==> src/rtl/center_pkg.sv <==
// rtl/center_pkg.sv - shared constants, FSM states and coordinate clamp for the centroid tracker
package center_pkg;

    localparam int COORD_W = 12;
    localparam int CNT_W   = 24;
    localparam int SUM_W   = 36;
    localparam int H_ACT   = 1280;
    localparam int V_ACT   = 720;
    localparam int MIN_PIX = 64;

    typedef enum logic [1:0] {IDLE, CHECK, DIV, DONE} state_t;

    // Any quotient at or beyond the active extent pins to the last valid coordinate.
    function automatic logic [COORD_W-1:0] clamp_coord(input logic [SUM_W-1:0] q,
                                                       input int unsigned     lim);
        if (q >= SUM_W'(lim)) begin
            return COORD_W'(lim - 1);
        end
        return q[COORD_W-1:0];
    endfunction

endpackage

==> src/rtl/center_track_if.sv <==
// rtl/center_track_if.sv - pixel-side inputs and published-center outputs of the centroid tracker
interface center_track_if;

    logic [11:0] VtcHCnt;
    logic [11:0] VtcVCnt;
    logic        de;
    logic [7:0]  pix_y;
    logic [7:0]  threshold;
    logic        frame_end;
    logic [11:0] center_h;
    logic [11:0] center_v;
    logic        center_valid;
    logic        no_target;
    logic        busy;

    modport master (
        output VtcHCnt, VtcVCnt, de, pix_y, threshold, frame_end,
        input  center_h, center_v, center_valid, no_target, busy
    );

    modport slave (
        input  VtcHCnt, VtcVCnt, de, pix_y, threshold, frame_end,
        output center_h, center_v, center_valid, no_target, busy
    );

endinterface

==> src/rtl/seq_div.sv <==
// rtl/seq_div.sv - unsigned restoring divider, one quotient bit per cycle, MSB first
module seq_div #(
    parameter int N_W = 36,
    parameter int D_W = 24
) (
    input  logic           clk,
    input  logic           rst_n,
    input  logic           start,
    input  logic [N_W-1:0] dividend,
    input  logic [D_W-1:0] divisor,
    output logic [N_W-1:0] quotient,
    output logic           done
);

    localparam int C_W = $clog2(N_W + 1);

    logic [N_W-1:0] quo_q;
    logic [D_W-1:0] rem_q;
    logic [D_W-1:0] dsr_q;
    logic [C_W-1:0] cnt_q;
    logic [D_W:0]   shifted;
    logic           ge;

    // The dividend register doubles as the quotient: its MSB feeds the
    // partial remainder while the new quotient bit enters at the LSB.
    assign shifted  = {rem_q, quo_q[N_W-1]};
    assign ge       = (shifted >= {1'b0, dsr_q});
    assign quotient = quo_q;
    assign done     = (cnt_q == C_W'(1));

    always_ff @(posedge clk or negedge rst_n) begin
        if (!rst_n) begin
            quo_q <= '0;
            rem_q <= '0;
            dsr_q <= '0;
            cnt_q <= '0;
        end else if (start) begin
            quo_q <= dividend;
            rem_q <= '0;
            dsr_q <= divisor;
            cnt_q <= C_W'(N_W);
        end else if (cnt_q != '0) begin
            quo_q <= {quo_q[N_W-2:0], ge};
            rem_q <= D_W'(ge ? (shifted - {1'b0, dsr_q}) : shifted);
            cnt_q <= cnt_q - C_W'(1);
        end
    end

endmodule

==> src/rtl/center_track.sv <==
// rtl/center_track.sv - per-frame luminance centroid tracker publishing frame-stable center_h/center_v
module center_track
    import center_pkg::*;
(
    input  logic          PCLK,
    input  logic          rst_n,
    center_track_if.slave bus
);

    logic [SUM_W-1:0]   sum_x_q, sum_y_q, snap_x_q, snap_y_q;
    logic [CNT_W-1:0]   cnt_q, snap_cnt_q;
    logic [SUM_W-1:0]   sum_x_nxt, sum_y_nxt;
    logic [CNT_W-1:0]   cnt_nxt;
    logic [SUM_W:0]     x_add, y_add;
    logic [CNT_W:0]     c_add;
    logic               qual;
    state_t             state_q;
    logic [COORD_W-1:0] center_h_q, center_v_q;
    logic               valid_q, no_target_q, busy_q;
    logic               snap_small, div_start, div_done_x, div_done_y;
    logic [SUM_W-1:0]   quo_x, quo_y;

    assign qual = bus.de && (bus.pix_y >= bus.threshold);

    // Saturating accumulate: the carry-out of each widened add selects all-ones.
    always_comb begin
        x_add     = {1'b0, sum_x_q} + (SUM_W+1)'(bus.VtcHCnt);
        y_add     = {1'b0, sum_y_q} + (SUM_W+1)'(bus.VtcVCnt);
        c_add     = {1'b0, cnt_q} + (CNT_W+1)'(1);
        sum_x_nxt = sum_x_q;
        sum_y_nxt = sum_y_q;
        cnt_nxt   = cnt_q;
        if (qual) begin
            sum_x_nxt = x_add[SUM_W] ? '1 : x_add[SUM_W-1:0];
            sum_y_nxt = y_add[SUM_W] ? '1 : y_add[SUM_W-1:0];
            cnt_nxt   = c_add[CNT_W] ? '1 : c_add[CNT_W-1:0];
        end
    end

    always_ff @(posedge PCLK or negedge rst_n) begin
        if (!rst_n) begin
            sum_x_q <= '0;
            sum_y_q <= '0;
            cnt_q   <= '0;
        end else if (bus.frame_end) begin
            sum_x_q <= '0;
            sum_y_q <= '0;
            cnt_q   <= '0;
        end else begin
            sum_x_q <= sum_x_nxt;
            sum_y_q <= sum_y_nxt;
            cnt_q   <= cnt_nxt;
        end
    end

    assign snap_small = (snap_cnt_q < CNT_W'(MIN_PIX));
    assign div_start  = (state_q == CHECK) && !snap_small;

    always_ff @(posedge PCLK or negedge rst_n) begin
        if (!rst_n) begin
            state_q     <= IDLE;
            snap_x_q    <= '0;
            snap_y_q    <= '0;
            snap_cnt_q  <= '0;
            center_h_q  <= COORD_W'(H_ACT / 2);
            center_v_q  <= COORD_W'(V_ACT / 2);
            valid_q     <= 1'b0;
            no_target_q <= 1'b0;
            busy_q      <= 1'b0;
        end else begin
            valid_q <= 1'b0;
            case (state_q)
                IDLE: begin
                    if (bus.frame_end) begin
                        snap_x_q   <= sum_x_nxt;
                        snap_y_q   <= sum_y_nxt;
                        snap_cnt_q <= cnt_nxt;
                        state_q    <= CHECK;
                    end
                end
                CHECK: begin
                    no_target_q <= snap_small;
                    if (snap_small) begin
                        state_q <= DONE;
                    end else begin
                        busy_q  <= 1'b1;
                        state_q <= DIV;
                    end
                end
                DIV: begin
                    if (div_done_x && div_done_y) begin
                        busy_q  <= 1'b0;
                        state_q <= DONE;
                    end
                end
                DONE: begin
                    // A no-target frame still announces itself but keeps the last good center.
                    valid_q <= 1'b1;
                    if (!no_target_q) begin
                        center_h_q <= clamp_coord(quo_x, H_ACT);
                        center_v_q <= clamp_coord(quo_y, V_ACT);
                    end
                    state_q <= IDLE;
                end
                default: state_q <= IDLE;
            endcase
        end
    end

    seq_div #(.N_W(SUM_W), .D_W(CNT_W)) u_div_x (
        .clk      (PCLK),
        .rst_n    (rst_n),
        .start    (div_start),
        .dividend (snap_x_q),
        .divisor  (snap_cnt_q),
        .quotient (quo_x),
        .done     (div_done_x)
    );

    seq_div #(.N_W(SUM_W), .D_W(CNT_W)) u_div_y (
        .clk      (PCLK),
        .rst_n    (rst_n),
        .start    (div_start),
        .dividend (snap_y_q),
        .divisor  (snap_cnt_q),
        .quotient (quo_y),
        .done     (div_done_y)
    );

    assign bus.center_h     = center_h_q;
    assign bus.center_v     = center_v_q;
    assign bus.center_valid = valid_q;
    assign bus.no_target    = no_target_q;
    assign bus.busy         = busy_q;

endmodule

==> src/flat_wrapper.sv <==
// flat-port wrapper written by rule: the top's interface ports become plain ports
module center_track_flat import center_pkg::*;
  (PCLK, rst_n, bus_VtcHCnt, bus_VtcVCnt, bus_de, bus_pix_y, bus_threshold, bus_frame_end, bus_center_h, bus_center_v, bus_center_valid, bus_no_target, bus_busy);
  center_track_if bus_i ();
  input  logic PCLK;
  input  logic rst_n;
  input wire logic [$bits(bus_i.VtcHCnt)-1:0] bus_VtcHCnt;
  input wire logic [$bits(bus_i.VtcVCnt)-1:0] bus_VtcVCnt;
  input wire logic [$bits(bus_i.de)-1:0] bus_de;
  input wire logic [$bits(bus_i.pix_y)-1:0] bus_pix_y;
  input wire logic [$bits(bus_i.threshold)-1:0] bus_threshold;
  input wire logic [$bits(bus_i.frame_end)-1:0] bus_frame_end;
  output wire logic [$bits(bus_i.center_h)-1:0] bus_center_h;
  output wire logic [$bits(bus_i.center_v)-1:0] bus_center_v;
  output wire logic [$bits(bus_i.center_valid)-1:0] bus_center_valid;
  output wire logic [$bits(bus_i.no_target)-1:0] bus_no_target;
  output wire logic [$bits(bus_i.busy)-1:0] bus_busy;
  assign bus_i.VtcHCnt = bus_VtcHCnt;
  assign bus_i.VtcVCnt = bus_VtcVCnt;
  assign bus_i.de = bus_de;
  assign bus_i.pix_y = bus_pix_y;
  assign bus_i.threshold = bus_threshold;
  assign bus_i.frame_end = bus_frame_end;
  assign bus_center_h = bus_i.center_h;
  assign bus_center_v = bus_i.center_v;
  assign bus_center_valid = bus_i.center_valid;
  assign bus_no_target = bus_i.no_target;
  assign bus_busy = bus_i.busy;
  center_track u_core (.PCLK(PCLK), .rst_n(rst_n), .bus(bus_i));
endmodule
==> config.mk <==
export PLATFORM = sky130hd
export DESIGN_NAME = center_track_flat
export DESIGN_NICKNAME = d
export VERILOG_FILES = /design/src/rtl/center_pkg.sv /design/src/rtl/center_track_if.sv /design/src/rtl/seq_div.sv /design/src/rtl/center_track.sv /design/src/flat_wrapper.sv
export SDC_FILE = /design/constraint.sdc
export NUM_CORES = 1
export LEC_CHECK = 0
export BUFFER_PORTS_ARGS = -buffer_cell sky130_fd_sc_hd__buf_2
export CAP_MARGIN = 20
export CORE_MARGIN = 1
export CORE_UTILIZATION = 55
export CTS_BUF_LIST = sky130_fd_sc_hd__clkbuf_8
export CTS_CLUSTER_DIAMETER = 100
export CTS_CLUSTER_SIZE = 20
export DETAILED_ROUTE_END_ITERATION = 10
export PLACE_DENSITY = 0.72
export SLEW_MARGIN = 20
export SYNTH_ARGS = -nofsm -noshare
export SYNTH_HDL_FRONTEND = slang
export SYNTH_SLANG_ARGS = --single-unit
==> constraint.sdc <==
create_clock -name PCLK -period 4.1 [get_ports PCLK]
set_input_delay 0.82 -clock PCLK [delete_from_list [all_inputs] [get_ports PCLK]]
set_output_delay 0.82 -clock PCLK [all_outputs]
set_load 0.005 [all_outputs]
* Word level (Yosys, flattened, before mapping) *
Cells that the tools add are included.

storage, ports and cells
  word-level logic and storage cells = 96
  bits in read-only memories = 0
  output and inout port bits = 27
  bits in latches = 0
  register bits after elaboration = 377
  memories = 0
  input bits = 44
  memory bits (writable) = 0

cells by class
  equality and inequality tests = 8
  muxes and demuxes = 41
  bitwise logic cells = 1
  shift-type cells = 0
  multipliers = 0
  $lt $le $gt $ge = 6
  reductions and logical operators = 14
  add/subtract/negate cells = 7
  divide/modulo/power cells = 0

operators by type and width
  cell                                                                                   count
  36-bit 2-to-1 mux                                                                      10
  24-bit 2-to-1 mux                                                                      9
  36-bit by 12-bit adder with 37-bit output                                              2
  25-bit by 24-bit greater-or-equal comparator with 1-bit output                         2
  12-bit 2-to-1 mux                                                                      4
  24-bit subtractor                                                                      2
  36-bit by 10-bit greater-or-equal comparator with 1-bit output, second input constant  1
  36-bit by 11-bit greater-or-equal comparator with 1-bit output, second input constant  1
  24-bit by 1-bit adder with 25-bit output, second input constant                        1
  24-bit by 7-bit < comparator with 1-bit output, second input constant                  1
  6-bit 2-to-1 mux                                                                       4
  6-bit by 1-bit == test with 1-bit output, second input constant                        2
  6-bit nonzero test                                                                     2
  6-bit by 1-bit subtractor with 6-bit output, second input constant                     2
  1-bit 2-to-1 mux                                                                       10
  8-bit greater-or-equal comparator                                                      1
  2-bit one-hot mux with 4 select lines                                                  1
  2-bit AND reduction                                                                    3
  2-bit nonzero test                                                                     3
  2-bit == test, second input constant                                                   2
  2-bit 2-to-1 mux                                                                       2
  2-bit != test, second input constant                                                   2
  1-bit logical AND                                                                      3
  3-bit AND reduction                                                                    1
  6 further kinds                                                                        6

* Logic depth before layout (Yosys ltp) *
  word-level depth = 5
  gate-level depth with buffers = 14
  mapped depth without buffers = 12

* Modules after synthesis *
Synthesis repeated with hierarchy kept, for this count alone.

second synthesis, totals
  cell total of the unflattened synthesis = 2449
  area total of the unflattened synthesis = 22572.9 um^2

modules (own cells, without submodules)
  module        seq. area each (um^2)  instances  cells each  area an instance (um^2)
  seq_div       2252.2                 2          635         5652.9
  center_track  5537.8                 1          1179        11267.1

* Worst setup path before layout *
No wires, ideal clock.

  kind = input port to flip-flop
  start point = in bus_VtcHCnt[1]
  end point = reg u_core.snap_x_q[35]
  stages = 11
  library setup time = 125 ps
  setup slack = 869 ps
  data arrival time = 3106 ps
  data required time = 3975 ps
  path buffers = 1
  cells stage by stage = ha_1 > a21o_1 > a21oi_1 > o21ai_0 > nand4_1 > a21boi_0 > o21a_1 > clkbuf_1 > nor3b_1 > mux2_2 > mux2_2

on the way
  cells in the longest elaborated chain, start to end = 3

ends and longest elaborated chain
  what                                       line                RTL
  start: declaration                         flat_wrapper.sv:7   input wire logic [$bits(bus_i.VtcHCnt)-1:0] bus_VtcHCnt;
  36-bit by 12-bit adder with 37-bit output  center_track.sv:27  x_add = {1'b0, sum_x_q} + (SUM_W+1)'(bus.VtcHCnt);
  36-bit 2-to-1 mux                          center_track.sv:34  sum_x_nxt = x_add[SUM_W] ? '1 : x_add[SUM_W-1:0];
  36-bit 2-to-1 mux                          center_track.sv:33  if (qual) begin
  end signal: assignment                     center_track.sv:75  snap_x_q <= sum_x_nxt;
  end: declaration                           center_track.sv:10  logic [SUM_W-1:0] sum_x_q, sum_y_q, snap_x_q, snap_y_q;

Every way passes these cells.
A chain may end at the register's enable or synchronous reset.

==> impl_metrics.tcl <==
set metrics [dict create \
    report.final.hold_viol_count 0 \
    drv_cap 0 \
    dp.cells 2697 \
    routed_wirelength_um 48400 \
    worst_r2r_path_depth 11 \
    seq_area_frac_synth 0.467 \
    max-clock-path-buffers 3 \
    core_area_mm2 0.0358 \
    final-seq-area_mm2 0.00944 \
    setup_slack_ns 0.510 \
    cts.repair.resized 0 \
    slew_headroom 0.277 \
    synth_edf_count 0 \
    die_y_um 194 \
    worstReg2RegStart "u_core.u_div_x.dsr_q[1]" \
    syn-instance-count 2258 \
    dp.final_hpwl_um 34700 \
    worst_setup_hold_path_clk_slew_ns 0.14 \
    critPathRequiredTime_ns 4.62 \
    final_cells 2736 \
    grt_util_all_layers 0.259 \
    chipWidth_um 194 \
    numCtsBuffers 22 \
    via_count 16600 \
    grt_start_max_net_pins 117 \
    synth.distinct_cells 70 \
    cts-htree-levels 1 \
    total_leakage_power_nw 9.84 \
    clock_insertion_delay_worst_skew_ns 0.62 \
    synth-warning-count 0 \
    grt_first_pass_wirelength_um 80600 \
    first_iter_violations 1215 \
    grt_setup_unrepaired "no" \
    critical-path-max-stage-delay_ns 0.56 \
    viasPerCell 6.05 \
    worst_slew_pin_slew_ns 1.08 \
    post_synth_instance_area_mm2 0.0202 \
    cp.arrival_ns 4.11 \
    crit_type "flop to flop" \
    io_buf_count 70 \
    ctsHoldBuffers 0 \
    drt_drc_violations_left 0 \
    ant_nets 0 \
    pwr_density_cell_mw_per_mm2 627 \
    drt-wirelength-per-cell_um 17.7 \
    critical_path.cell_chain "inv_1 -> ha_1 -> nor2b_1 -> o21a_1 -> o21ai_0 -> a211oi_1 -> nor3_1 -> nor2_2 -> a31o_1 -> mux2i_1 -> a211oi_1" \
    start_util 0.564 \
    synth_async_sr_flop_share 1.00 \
    postSynthRegisterBits 377 \
    worstReg2RegEnd "u_core.u_div_y.rem_q[9]" \
    fin_worst_skew_ns 0.0380 \
    grt_overflow 0 \
    n_fill_cell 3133 \
    fmax_mhz 279 \
    critical_path.max_fanout 14 \
    synth.avg_cell_area_um2 8.95 \
    max-vdd-ir-drop_v 0.000260 \
    design.portCount 71 \
    fin_setup_tns_ns 0 \
    min-delay-path-class "input pin to async pin" \
    drt-pass1-iter-count 5 \
    synth_fp_nets 2396 \
    timing.critical_path.to_type "flop" \
    diodes_inserted 0 \
    cp-start-kind "flop" \
    crit_top_cell "a211oi_1" \
    syn_to_final_growth_pct 5.67 \
    cts_setup_buffers 0 \
    floorplan.die_area_mm2 0.0375 \
    fin_crit_sh 0.876 \
    cts_root_buf "clkbuf_8" \
    number_of_global_route_vias_before_repair 15800 \
    outcome "finished clean" \
    place_worst_setup_slack_ns 0.312 \
    post_route_cells_drive_above_1_share 0.0716 \
    reg2reg_setup_slack_ns 0.51 \
    report.final.slew_viol_count 0 \
    cpMaxStageDelayCell "a31o_1" \
    top_flip_flop_cell_by_instance_count_after_synthesis "dfrtp_1" \
    multi_input_logic_area_mm2 0.0100 \
    clock-sinks 377 \
    gpl.final_weighted_congestion 0.904 \
    antenna_found_initial 1 \
    report.final.setup_viol 0 \
    tritoncts "done" \
    finish.net_count 2398 \
    core.rowCount 69 \
    final.min_clock_period_ns 3.59 \
]
-- metrics by stage --
step | hold WS, ns | utilization | instance area [um2] | total power [mW]
final | 0.174 | 0.596 | 21400 | 13.4
after global routing | 0.230 | 0.596 | 21400 | 14.4
after global placement | 0.454 | 0.586 | 21000 | 11.5
after detailed placement | 0.471 | 0.586 | 21000 | 11.7
after CTS | 0.196 | 0.596 | 21400 | 13.4
after floorplan | 0.439 | - | 20200 | 10.2
-- cell type report --
cell class                 instances  share of cell area
clock buffer                      22              0.0142
clock inverter                    17             0.00328
inverter                          69              0.0121
multi-input combinational       1686               0.469
sequential                       377               0.442
tap                              461              0.0270
timing repair buffer             104              0.0319
-- power by group --
part	total (mW)	switching [mW]	internal, mW
Sequential	5.53	0.796	4.73
Clock	1.69	1.17	0.513
Combinational	6.17	3.51	2.66
Total	13.4	5.48	7.90
-- worst max-delay path by stage --
stage	start	endpoint	slack, ns	cells after the start
after floorplan	bus_VtcHCnt[1]	u_core.snap_x_q[35]	0.87	11
after global placement	bus_VtcVCnt[0]	u_core.snap_y_q[32]	0.40	12
after detailed placement	bus_VtcVCnt[0]	u_core.snap_y_q[20]	0.31	12
after CTS	u_core.u_div_x.dsr_q[1]	u_core.u_div_y.rem_q[21]	0.54	11
after global routing	u_core.u_div_x.dsr_q[1]	u_core.u_div_y.rem_q[21]	0.27	11
final	u_core.u_div_x.dsr_q[1]	u_core.u_div_y.rem_q[9]	0.51	11
-- metal layers --
metal | share of wire | track usage | vias to the layer above
li1 | - | - | 7993
met1 | 0.46 | 0.366 | 8100
met2 | 0.47 | 0.420 | 388
met3 | 0.042 | 0.0224 | 81
met4 | 0.031 | 0.0880 | 2
met5 | 0.00033 | 0 | -
-- state kept, by name (all words and copies together) (netlist names), 36 cells and up --
signal and flops:
u_core.snap_x_q 36, u_core.snap_y_q 36, u_core.sum_x_q 36, u_core.sum_y_q 36, u_core.u_div_x.quotient 36, u_core.u_div_y.quotient 36
-- worst max-delay path, delay by kind of cell (launching register included) --
family | cells | cell delay (ns)
compound gates | 5 | 1.75
flops | 1 | 0.43
buf+inv | 1 | 0.11
fa+ha+maj | 1 | 0.29
mux | 1 | 0.22
simple gates | 3 | 0.71
-- layout by cell type (no fill, tap or decap), drive strengths merged, types with 7 or more instances in the layout --
cell type	n
dfrtp	371
nand2	343
nor2	240
o21ai	166
a21oi	139
buf	104
a31oi	98
ha	90
inv	85
nand3	67
xnor2	51
a21o	44
nand4	42
mux2i	41
nor3	38
o22ai	31
xor2	29
and3	27
nor4	25
a211oi	24
clkbuf	22
nand2b	18
o22a	16
nor2b	16
o21a	12
and2	12
and4	11
o21bai	10
mux2	7
o311ai	7
-- cells in the mapped netlist (5+ instances only) --
cell      number  area (um2)
dfrtp_1      371        9280
nand2_1      343        1290
nor2_1       239         897
o21ai_0      165         826
a21oi_1      139         696
clkbuf_1      98         368
a31oi_1       97         607
ha_1          90        1130
inv_1         69         259
nand3_1       67         335
xnor2_1       51         447
a21o_1        44         330
nand4_1       42         263
mux2i_1       41         410
nor3_1        38         190
o22ai_1       31         194
xor2_1        29         254
and3_1        27         169
nor4_1        25         156
a211oi_1      24         180
nand2b_1      18         113
buf_2         17        85.1
nor2b_1       16         100
o22a_1        16         140
o21a_1        12        90.1
and4_1        11        96.3
and2_1        10        62.6
o21bai_1      10        75.1
mux2_2         7        78.8
buf_1          6        22.5
dfstp_2        6         158
o311ai_0       6        52.6
o31ai_1        6        45.0
a211o_1        5        43.8
a31o_2         5        43.8
or2_2          5        31.3
or3_1          5        31.3
-- cell families (layout without fill, tap and decap cells) --
family	count (synthesis)	after routing	synth area share
compound gates	602	602	0.184
xor+xnor	80	80	0.0347
fa+ha+maj	94	94	0.0597
buf+inv	195	212	0.0392
flops	377	377	0.467
mux	48	48	0.0242
simple gates	862	862	0.191
Power figures use the tool's default switching activity.
